==> src/rtl/sqrt_pkg.sv <==
// sqrt_pkg: shared widths, core FIFO depth and tag type for the sqrt arbiter slice
package sqrt_pkg;
  localparam int SQRT_IN_W       = 32;
  localparam int SQRT_OUT_W      = 16;
  localparam int SQRT_FIFO_DEPTH = 16;
  localparam int SQRT_TAG_W      = 3;
  typedef logic [SQRT_TAG_W-1:0] sqrt_tag_t;
endpackage

==> src/rtl/sqrt_arb_if.sv <==
// sqrt_arb_if: requester, core and response signals of the sqrt arbiter
interface sqrt_arb_if import sqrt_pkg::*; #(
  parameter int NUM_REQ = 4,
  parameter int IDW     = 2
);
  logic [NUM_REQ-1:0]           req_vld;
  logic [SQRT_IN_W*NUM_REQ-1:0] req_x;
  logic [NUM_REQ-1:0]           req_rdy;
  logic                         hold;
  logic                         sq_vld_in;
  logic [SQRT_IN_W-1:0]         sq_x;
  logic                         sq_vld_out;
  logic [SQRT_OUT_W-1:0]        sq_y;
  logic                         rsp_vld;
  logic [IDW-1:0]               rsp_id;
  logic [SQRT_OUT_W-1:0]        rsp_y;
  logic                         idle;
  logic                         err;
  modport slave (
    input  req_vld, req_x, hold, sq_vld_out, sq_y,
    output req_rdy, sq_vld_in, sq_x, rsp_vld, rsp_id, rsp_y, idle, err
  );
  modport master (
    output req_vld, req_x, hold, sq_vld_out, sq_y,
    input  req_rdy, sq_vld_in, sq_x, rsp_vld, rsp_id, rsp_y, idle, err
  );
endinterface

==> src/rtl/fifo.sv <==
// fifo: synchronous in-order FIFO of arbitrary depth with count-based full/empty
module fifo #(
  parameter int DATA_WIDTH = 8,
  parameter int DEPTH      = 16
) (
  input  logic                  clk,
  input  logic                  rst_n,
  input  logic                  push,
  input  logic [DATA_WIDTH-1:0] din,
  input  logic                  pop,
  output logic [DATA_WIDTH-1:0] dout,
  output logic                  empty,
  output logic                  full
);
  localparam int AW = DEPTH > 1 ? $clog2(DEPTH) : 1;
  localparam int CW = $clog2(DEPTH + 1);
  logic [DATA_WIDTH-1:0] mem_q [DEPTH];
  logic [DATA_WIDTH-1:0] mem_d [DEPTH];
  logic [AW-1:0] wr_q, wr_d, rd_q, rd_d;
  logic [CW-1:0] cnt_q, cnt_d;
  logic do_push, do_pop;
  assign empty = cnt_q == '0;
  assign full  = cnt_q == CW'(DEPTH);
  assign dout  = mem_q[rd_q];
  assign do_push = push & !full;
  assign do_pop  = pop & !empty;
  always_comb begin
    mem_d = mem_q;
    if (do_push) mem_d[wr_q] = din;
    wr_d  = do_push ? (wr_q == AW'(DEPTH - 1) ? '0 : wr_q + 1'b1) : wr_q;
    rd_d  = do_pop ? (rd_q == AW'(DEPTH - 1) ? '0 : rd_q + 1'b1) : rd_q;
    cnt_d = cnt_q + CW'(do_push) - CW'(do_pop);
  end
  always_ff @(posedge clk) begin
    if (!rst_n) begin
      mem_q <= '{default: '0};
      wr_q  <= '0;
      rd_q  <= '0;
      cnt_q <= '0;
    end else begin
      mem_q <= mem_d;
      wr_q  <= wr_d;
      rd_q  <= rd_d;
      cnt_q <= cnt_d;
    end
  end
endmodule

==> src/rtl/rr_arb.sv <==
// rr_arb: rotating-priority one-hot grant, searching upward from ptr modulo N
module rr_arb #(
  parameter int N   = 4,
  parameter int IDW = 2
) (
  input  logic [N-1:0]   vld,
  input  logic [IDW-1:0] ptr,
  input  logic           en,
  output logic [N-1:0]   gnt,
  output logic [IDW-1:0] idx
);
  logic [IDW:0] j;
  always_comb begin
    idx = ptr;
    j   = '0;
    // scan farthest-first so the nearest requester at or after ptr wins
    for (int k = N - 1; k >= 0; k--) begin
      j = {1'b0, ptr} + (IDW + 1)'(k);
      j = j >= (IDW + 1)'(N) ? j - (IDW + 1)'(N) : j;
      if (vld[j[IDW-1:0]]) idx = j[IDW-1:0];
    end
    gnt = (en && |vld) ? N'(1) << idx : '0;
  end
endmodule

==> src/rtl/sqrt_arb.sv <==
// sqrt_arb: round-robin sharing of one sqrt core with credit limit and in-order id tags
module sqrt_arb import sqrt_pkg::*; #(
  parameter int NUM_REQ      = 4,
  parameter int MAX_INFLIGHT = 8,
  parameter int IDW          = $clog2(NUM_REQ)
) (
  input logic        clk,
  input logic        rst_n,
  sqrt_arb_if.slave  bus
);
  if (MAX_INFLIGHT < 1 || MAX_INFLIGHT > SQRT_FIFO_DEPTH) begin : g_bad_inflight
    $error("MAX_INFLIGHT must lie in 1..SQRT_FIFO_DEPTH");
  end
  logic [NUM_REQ-1:0]    gnt;
  logic [IDW-1:0]        gnt_idx, tag, ptr_q, ptr_d, rsp_id_q, rsp_id_d;
  logic [4:0]            inflight_q, inflight_d;
  logic [SQRT_IN_W-1:0]  sq_x_q, sq_x_d;
  logic [SQRT_OUT_W-1:0] rsp_y_q, rsp_y_d;
  logic sq_vld_in_q, sq_vld_in_d, rsp_vld_q, rsp_vld_d, idle_q, idle_d, err_q, err_d;
  logic xfer, pop, empty, full, credit_ok;
  assign credit_ok = inflight_q < 5'(MAX_INFLIGHT);
  rr_arb #(.N(NUM_REQ), .IDW(IDW)) u_arb (
    .vld(bus.req_vld), .ptr(ptr_q), .en(rst_n & !bus.hold & credit_ok),
    .gnt(gnt), .idx(gnt_idx)
  );
  assign xfer = |gnt;
  assign pop  = bus.sq_vld_out & !empty;
  fifo #(.DATA_WIDTH(IDW), .DEPTH(MAX_INFLIGHT)) u_tags (
    .clk(clk), .rst_n(rst_n), .push(xfer), .din(gnt_idx), .pop(pop),
    .dout(tag), .empty(empty), .full(full)
  );
  assign bus.req_rdy   = gnt;
  assign bus.sq_vld_in = sq_vld_in_q;
  assign bus.sq_x      = sq_x_q;
  assign bus.rsp_vld   = rsp_vld_q;
  assign bus.rsp_id    = rsp_id_q;
  assign bus.rsp_y     = rsp_y_q;
  assign bus.idle      = idle_q;
  assign bus.err       = err_q;
  always_comb begin
    ptr_d       = xfer ? (gnt_idx == IDW'(NUM_REQ - 1) ? '0 : gnt_idx + 1'b1) : ptr_q;
    inflight_d  = inflight_q + 5'(xfer) - 5'(pop);
    sq_vld_in_d = xfer;
    sq_x_d      = xfer ? bus.req_x[SQRT_IN_W*gnt_idx +: SQRT_IN_W] : sq_x_q;
    rsp_vld_d   = pop;
    rsp_id_d    = pop ? tag : rsp_id_q;
    rsp_y_d     = pop ? bus.sq_y : rsp_y_q;
    idle_d      = inflight_d == '0 && !xfer && !full;
    err_d       = err_q | (bus.sq_vld_out & empty);
  end
  always_ff @(posedge clk) begin
    if (!rst_n) begin
      ptr_q       <= '0;
      inflight_q  <= '0;
      sq_vld_in_q <= 1'b0;
      sq_x_q      <= '0;
      rsp_vld_q   <= 1'b0;
      rsp_id_q    <= '0;
      rsp_y_q     <= '0;
      idle_q      <= 1'b1;
      err_q       <= 1'b0;
    end else begin
      ptr_q       <= ptr_d;
      inflight_q  <= inflight_d;
      sq_vld_in_q <= sq_vld_in_d;
      sq_x_q      <= sq_x_d;
      rsp_vld_q   <= rsp_vld_d;
      rsp_id_q    <= rsp_id_d;
      rsp_y_q     <= rsp_y_d;
      idle_q      <= idle_d;
      err_q       <= err_d;
    end
  end
endmodule
==> src/flat_wrapper.sv <==
// flat-port wrapper written by rule: the top's interface ports become plain ports
module sqrt_arb_flat import sqrt_pkg::*;
#(
  parameter int NUM_REQ      = 4,
  parameter int MAX_INFLIGHT = 8,
  parameter int IDW          = $clog2(NUM_REQ)
)
  (clk, rst_n, bus_req_vld, bus_req_x, bus_hold, bus_sq_vld_out, bus_sq_y, bus_req_rdy, bus_sq_vld_in, bus_sq_x, bus_rsp_vld, bus_rsp_id, bus_rsp_y, bus_idle, bus_err);
  sqrt_arb_if #(.NUM_REQ(NUM_REQ), .IDW(IDW)) bus_i ();
  input logic clk;
  input logic rst_n;
  input wire logic [$bits(bus_i.req_vld)-1:0] bus_req_vld;
  input wire logic [$bits(bus_i.req_x)-1:0] bus_req_x;
  input wire logic [$bits(bus_i.hold)-1:0] bus_hold;
  input wire logic [$bits(bus_i.sq_vld_out)-1:0] bus_sq_vld_out;
  input wire logic [$bits(bus_i.sq_y)-1:0] bus_sq_y;
  output wire logic [$bits(bus_i.req_rdy)-1:0] bus_req_rdy;
  output wire logic [$bits(bus_i.sq_vld_in)-1:0] bus_sq_vld_in;
  output wire logic [$bits(bus_i.sq_x)-1:0] bus_sq_x;
  output wire logic [$bits(bus_i.rsp_vld)-1:0] bus_rsp_vld;
  output wire logic [$bits(bus_i.rsp_id)-1:0] bus_rsp_id;
  output wire logic [$bits(bus_i.rsp_y)-1:0] bus_rsp_y;
  output wire logic [$bits(bus_i.idle)-1:0] bus_idle;
  output wire logic [$bits(bus_i.err)-1:0] bus_err;
  assign bus_i.req_vld = bus_req_vld;
  assign bus_i.req_x = bus_req_x;
  assign bus_i.hold = bus_hold;
  assign bus_i.sq_vld_out = bus_sq_vld_out;
  assign bus_i.sq_y = bus_sq_y;
  assign bus_req_rdy = bus_i.req_rdy;
  assign bus_sq_vld_in = bus_i.sq_vld_in;
  assign bus_sq_x = bus_i.sq_x;
  assign bus_rsp_vld = bus_i.rsp_vld;
  assign bus_rsp_id = bus_i.rsp_id;
  assign bus_rsp_y = bus_i.rsp_y;
  assign bus_idle = bus_i.idle;
  assign bus_err = bus_i.err;
  sqrt_arb #(.NUM_REQ(NUM_REQ), .MAX_INFLIGHT(MAX_INFLIGHT), .IDW(IDW)) u_core (.clk(clk), .rst_n(rst_n), .bus(bus_i));
endmodule
==> config.mk <==
export PLATFORM = sky130hd
export DESIGN_NAME = sqrt_arb_flat
export DESIGN_NICKNAME = d
export VERILOG_FILES = /design/src/rtl/sqrt_pkg.sv /design/src/rtl/sqrt_arb_if.sv /design/src/rtl/fifo.sv /design/src/rtl/rr_arb.sv /design/src/rtl/sqrt_arb.sv /design/src/flat_wrapper.sv
export SDC_FILE = /design/constraint.sdc
export NUM_CORES = 1
export LEC_CHECK = 0
export CORE_ASPECT_RATIO = 1.4
export CORE_MARGIN = 2
export CORE_UTILIZATION = 45
export DETAILED_ROUTE_END_ITERATION = 8
export GPL_ROUTABILITY_DRIVEN = 0
export PLACE_DENSITY = 0.92
export RECOVER_POWER = 50
export SLEW_MARGIN = 20
export SYNTH_ARGS = -nofsm -noshare
export SYNTH_HDL_FRONTEND = slang
export SYNTH_SLANG_ARGS = --single-unit
export TNS_END_PERCENT = 1
==> constraint.sdc <==
create_clock -name clk -period 5.34 [get_ports clk]
set_input_delay 1.068 -clock clk [delete_from_list [all_inputs] [get_ports clk]]
set_output_delay 1.068 -clock clk [all_outputs]
set_load 0.02 [all_outputs]
==> results of run 1 <==
## worst paths after layout
check / from / end / slack [ns] / depth (start not counted)
min: u_core.bus.sq_x[1]$_SDFFE_PN0P_ / u_core.bus.sq_x[1]$_SDFFE_PN0P_ / 0.44 / 1
max: bus_req_vld[3] / bus_req_rdy[3] / 0.71 / 7
max reg2reg: u_core.ptr_q[1]$_SDFFE_PN0P_ / u_core.u_tags.cnt_q[2]$_SDFF_PN0_ / 2.00 / 13
min reg2reg: u_core.bus.sq_x[1]$_SDFFE_PN0P_ / u_core.bus.sq_x[1]$_SDFFE_PN0P_ / 0.44 / 1
## power by group through the flow
stage / clock [mW] / sequential (mW) / combinational [mW]
after CTS: 0.622 / 0.875 / 1.09
after detailed placement: 0 / 0.888 / 1.08
after global routing: 0.646 / 0.887 / 1.16
after global placement: 0 / 0.878 / 1.02
final: 0.619 / 0.873 / 1.06
after floorplan: 0 / 0.962 / 0.567
## cells in the mapped netlist
cell type | n | area [µm²]
a211oi_2 | 1 | 12.5
a21boi_0 | 20 | 150
a21boi_1 | 2 | 15.0
a21o_1 | 35 | 263
a21oi_1 | 4 | 20.0
a222oi_1 | 1 | 10.0
a31oi_1 | 2 | 12.5
a31oi_4 | 2 | 42.5
and2_1 | 8 | 50.1
and3_1 | 2 | 12.5
and3b_1 | 1 | 8.76
and4b_1 | 1 | 10.0
and4bb_2 | 1 | 12.5
buf_1 | 1 | 3.75
buf_2 | 9 | 45.0
buf_4 | 2 | 15.0
buf_6 | 7 | 78.8
clkbuf_1 | 13 | 48.8
dfxtp_1 | 87 | 1740
fa_1 | 2 | 40.0
ha_1 | 17 | 213
inv_1 | 22 | 82.6
inv_4 | 1 | 6.26
mux2i_1 | 83 | 831
mux4_2 | 4 | 90.1
nand2_1 | 64 | 240
nand2b_1 | 1 | 6.26
nand3_1 | 1 | 5.00
nand3b_1 | 3 | 22.5
nand4_2 | 1 | 12.5
nand4b_2 | 2 | 30.0
nand4bb_1 | 1 | 11.3
nor2_1 | 8 | 30.0
nor2_4 | 1 | 11.3
nor2b_1 | 6 | 37.5
nor3_1 | 2 | 10.0
nor4_1 | 1 | 6.26
o211a_1 | 2 | 20.0
o211ai_1 | 1 | 7.51
o21ai_0 | 3 | 15.0
o22a_1 | 1 | 8.76
o22ai_1 | 35 | 219
o31ai_1 | 1 | 7.51
xnor2_1 | 2 | 17.5
xor2_1 | 3 | 26.3
## cell families after synthesis
group	after synthesis	synth area share, %
AND/OR/NAND/NOR	104	11.3
flip-flops	87	38.2
AO/OA/AOI/OAI	110	17.6
adder cells (fa/ha/maj)	19	5.54
buffers and inverters	55	6.15
multiplexers	87	20.2
XOR/XNOR	5	0.961
## critical path: cells and delay by family
kind,cells,cell delay (ns)
compound gates,2,0.65
fa+ha+maj,1,0.29
buf+inv,3,1.40
simple gates,1,0.14
## layer usage
metal | vias up | part of all wire, %
met1 | 1997 | 35
met2 | 199 | 53
li1 | 2046 | -
met3 | 35 | 8.6
met5 | - | 0
met4 | 0 | 3.4
## sequential cells by signal (all words and copies together) (netlist names)
register and count:
u_core.bus.err 1, u_core.bus.idle 1, u_core.bus.rsp_id 2, u_core.bus.rsp_vld 1
u_core.bus.rsp_y 16, u_core.bus.sq_vld_in 1, u_core.bus.sq_x 32, u_core.inflight_q 5
u_core.ptr_q 2, u_core.u_tags.cnt_q 4, u_core.u_tags.mem_q 16, u_core.u_tags.rd_q 3
u_core.u_tags.wr_q 3
## area by class of cell
class                           instances  area share (%)
Multi-Input combinational cell        325            36.5
Timing Repair Buffer                  216            30.7
Sequential cell                        87            25.0
Clock buffer                           10            3.28
Tap cell                              135            2.42
Inverter                               23            1.27
Clock inverter                          5           0.861
==> impl_metrics.py, run 1 <==
metrics = {
    "run_status": {
        "run_status": "finished with violations",
        "violations": "max-capacitance violations, max-slew violations",
    },
    "global_routing": {
        "use_met2_pct": 48.0,
        "grt_max_degree": 66,
        "grt_pass1_vias": 4430,
        "met3_usage_pct": 6.94,
        "grt_usage_pct": 26.3,
        "grt.overflow.total": 0,
        "busiest_layer": "met2",
        "antenna_found_initial": 0,
        "gr-usage-met1_pct": 28.0,
        "grt_first_pass_wirelength_um": 21700,
    },
    "finish": {
        "postLayoutCellArea_mm2": 0.00697,
        "layout_commonest_cell": "clkdlybuf4s50_1",
        "drive_gt1_share_pct": 5.26,
        "final_cells": 801,
        "fin_util_pct": 70.4,
        "antennaDiodeCount": 0,
        "final_cell_mix": "clkdlybuf4s50_1 (158), dfxtp_1 (87), mux2i_1 (83), nand2_1 (64), dlygate4sd3_1 (50)",
        "regArea_mm2": 0.00174,
        "multi_input_area_mm2": 0.00254,
        "fill_cells": 725,
        "nets": 833,
        "area.growth.synth_to_final_pct": 52.9,
    },
    "yosys": {
        "avgSynthCellArea_um2": 9.76,
        "synth.distinct_cells": 45,
        "yosys_warnings": 0,
        "yosysSeqAreaShare_pct": 38.2,
        "yosys_register_bits": 87,
        "synth_area_mm2": 0.00456,
        "synthCells": 467,
        "synthesis.nets": 638,
    },
    "timing": {
        "slew_headroom_pct": -34.5,
        "layout_min_cycle_time_ns": 4.63,
        "layout_setup_ws_ns": 0.715,
        "tightest_slew_ns": 2.02,
        "skew_ns": 0.00746,
        "setup_violations": 0,
        "fin_crit_sh_pct": 86.6,
        "timing.fmax_mhz": 216,
        "tns_ns": 0,
        "hold_ws_ns": 0.445,
        "hold_viol_final": 0,
        "finalMaxSlewViolations": 58,
        "grt_setup_unrepaired": "false",
    },
    "route": {
        "totalWireLength_um": 14200,
        "vias": 4277,
        "via_per_inst": 5.34,
        "wl_per_cell_um": 17.7,
        "drc": 0,
        "drt_iter0_markers": 240,
        "firstDrtPassIters": 4,
        "ant_nets": 0,
    },
    "die": {
        "row_count": 43,
        "die_y_um": 123,
        "io_pins": 210,
        "die_w_um": 89.1,
        "core_area_mm2": 0.00990,
        "die_area_mm2": 0.0110,
        "initial_core_util_pct": 46.1,
    },
    "pwr": {
        "p_clk_share_pct": 24.3,
        "p_seq_share_pct": 34.2,
        "power.internal_mw": 1.66,
        "p_sw_mw": 0.891,
        "pwr_density_cell_mw_per_mm2": 366,
        "p_sw_share_pct": 34.9,
        "p_comb_share_pct": 41.5,
        "p_leak_nw": 3.15,
        "power_mw": 2.55,
        "vdd_drop_max_mv": 0.198,
    },
    "clock_tree": {
        "cts_num_sinks": 87,
        "postCtsSetupBuffers": 0,
        "cts_max_path_buffers": 2,
        "clockRootBuffer": "clkbuf_16",
        "hold_buffers": 0,
        "numCtsBuffers": 9,
        "htreeDepth": 3,
        "cts.clk_slew.worst_paths_ns": 0.06,
        "cts-resized-gates": 0,
        "clk_latency_ns": 0.34,
        "cts_tree": "done",
    },
    "critical_path": {
        "arrival_ns": 3.56,
        "critPathSlowestCell": "clkdlybuf4s50_1",
        "path_max_fanout": 5,
        "worstPathRequired_ns": 4.27,
        "crit_type": "input port to output port",
        "slowest_delay_ns": 0.71,
        "end_kind": "output port",
        "path_cells": "clkdlybuf4s50_1 > o22ai_1 > a222oi_1 > ha_1 > inv_1 > nor2_1 > clkdlybuf4s50_1",
        "cp-start-kind": "input port",
        "crit_path_frequent_cell": "clkdlybuf4s50_1",
    },
    "placement": {
        "dp.final_hpwl_um": 11200,
        "numPortBuffers": 209,
        "placed_cells": 786,
        "dp_slack_ns": 0.730,
        "placed_cell_area_mm2": 0.00669,
    },
    "flow_run": {
        "max_cap_viol_count": 1,
    },
    "min_path": {
        "worstHoldPathType": "register to register",
    },
}
No activity file was read; power rests on OpenSTA's default activity.
==> inputs of run 2 (changes only) <==
--- a/config.mk
+++ b/config.mk
@@ -5,6 +5,7 @@
 export SDC_FILE = /design/constraint.sdc
 export NUM_CORES = 1
 export LEC_CHECK = 0
+export ABC_CLOCK_PERIOD_IN_PS = 5340
 export CORE_ASPECT_RATIO = 1.4
 export CORE_MARGIN = 2
 export CORE_UTILIZATION = 45
==> results of run 2 <==
Final layout, timing and power as in run 1 (identical DEF).
==> inputs of run 3 (changes only) <==
--- a/config.mk
+++ b/config.mk
@@ -5,7 +5,6 @@
 export SDC_FILE = /design/constraint.sdc
 export NUM_CORES = 1
 export LEC_CHECK = 0
-export ABC_CLOCK_PERIOD_IN_PS = 5340
 export CORE_ASPECT_RATIO = 1.4
 export CORE_MARGIN = 2
 export CORE_UTILIZATION = 45
==> results of run 3 <==
Final layout, timing and power as in run 1 (identical DEF).
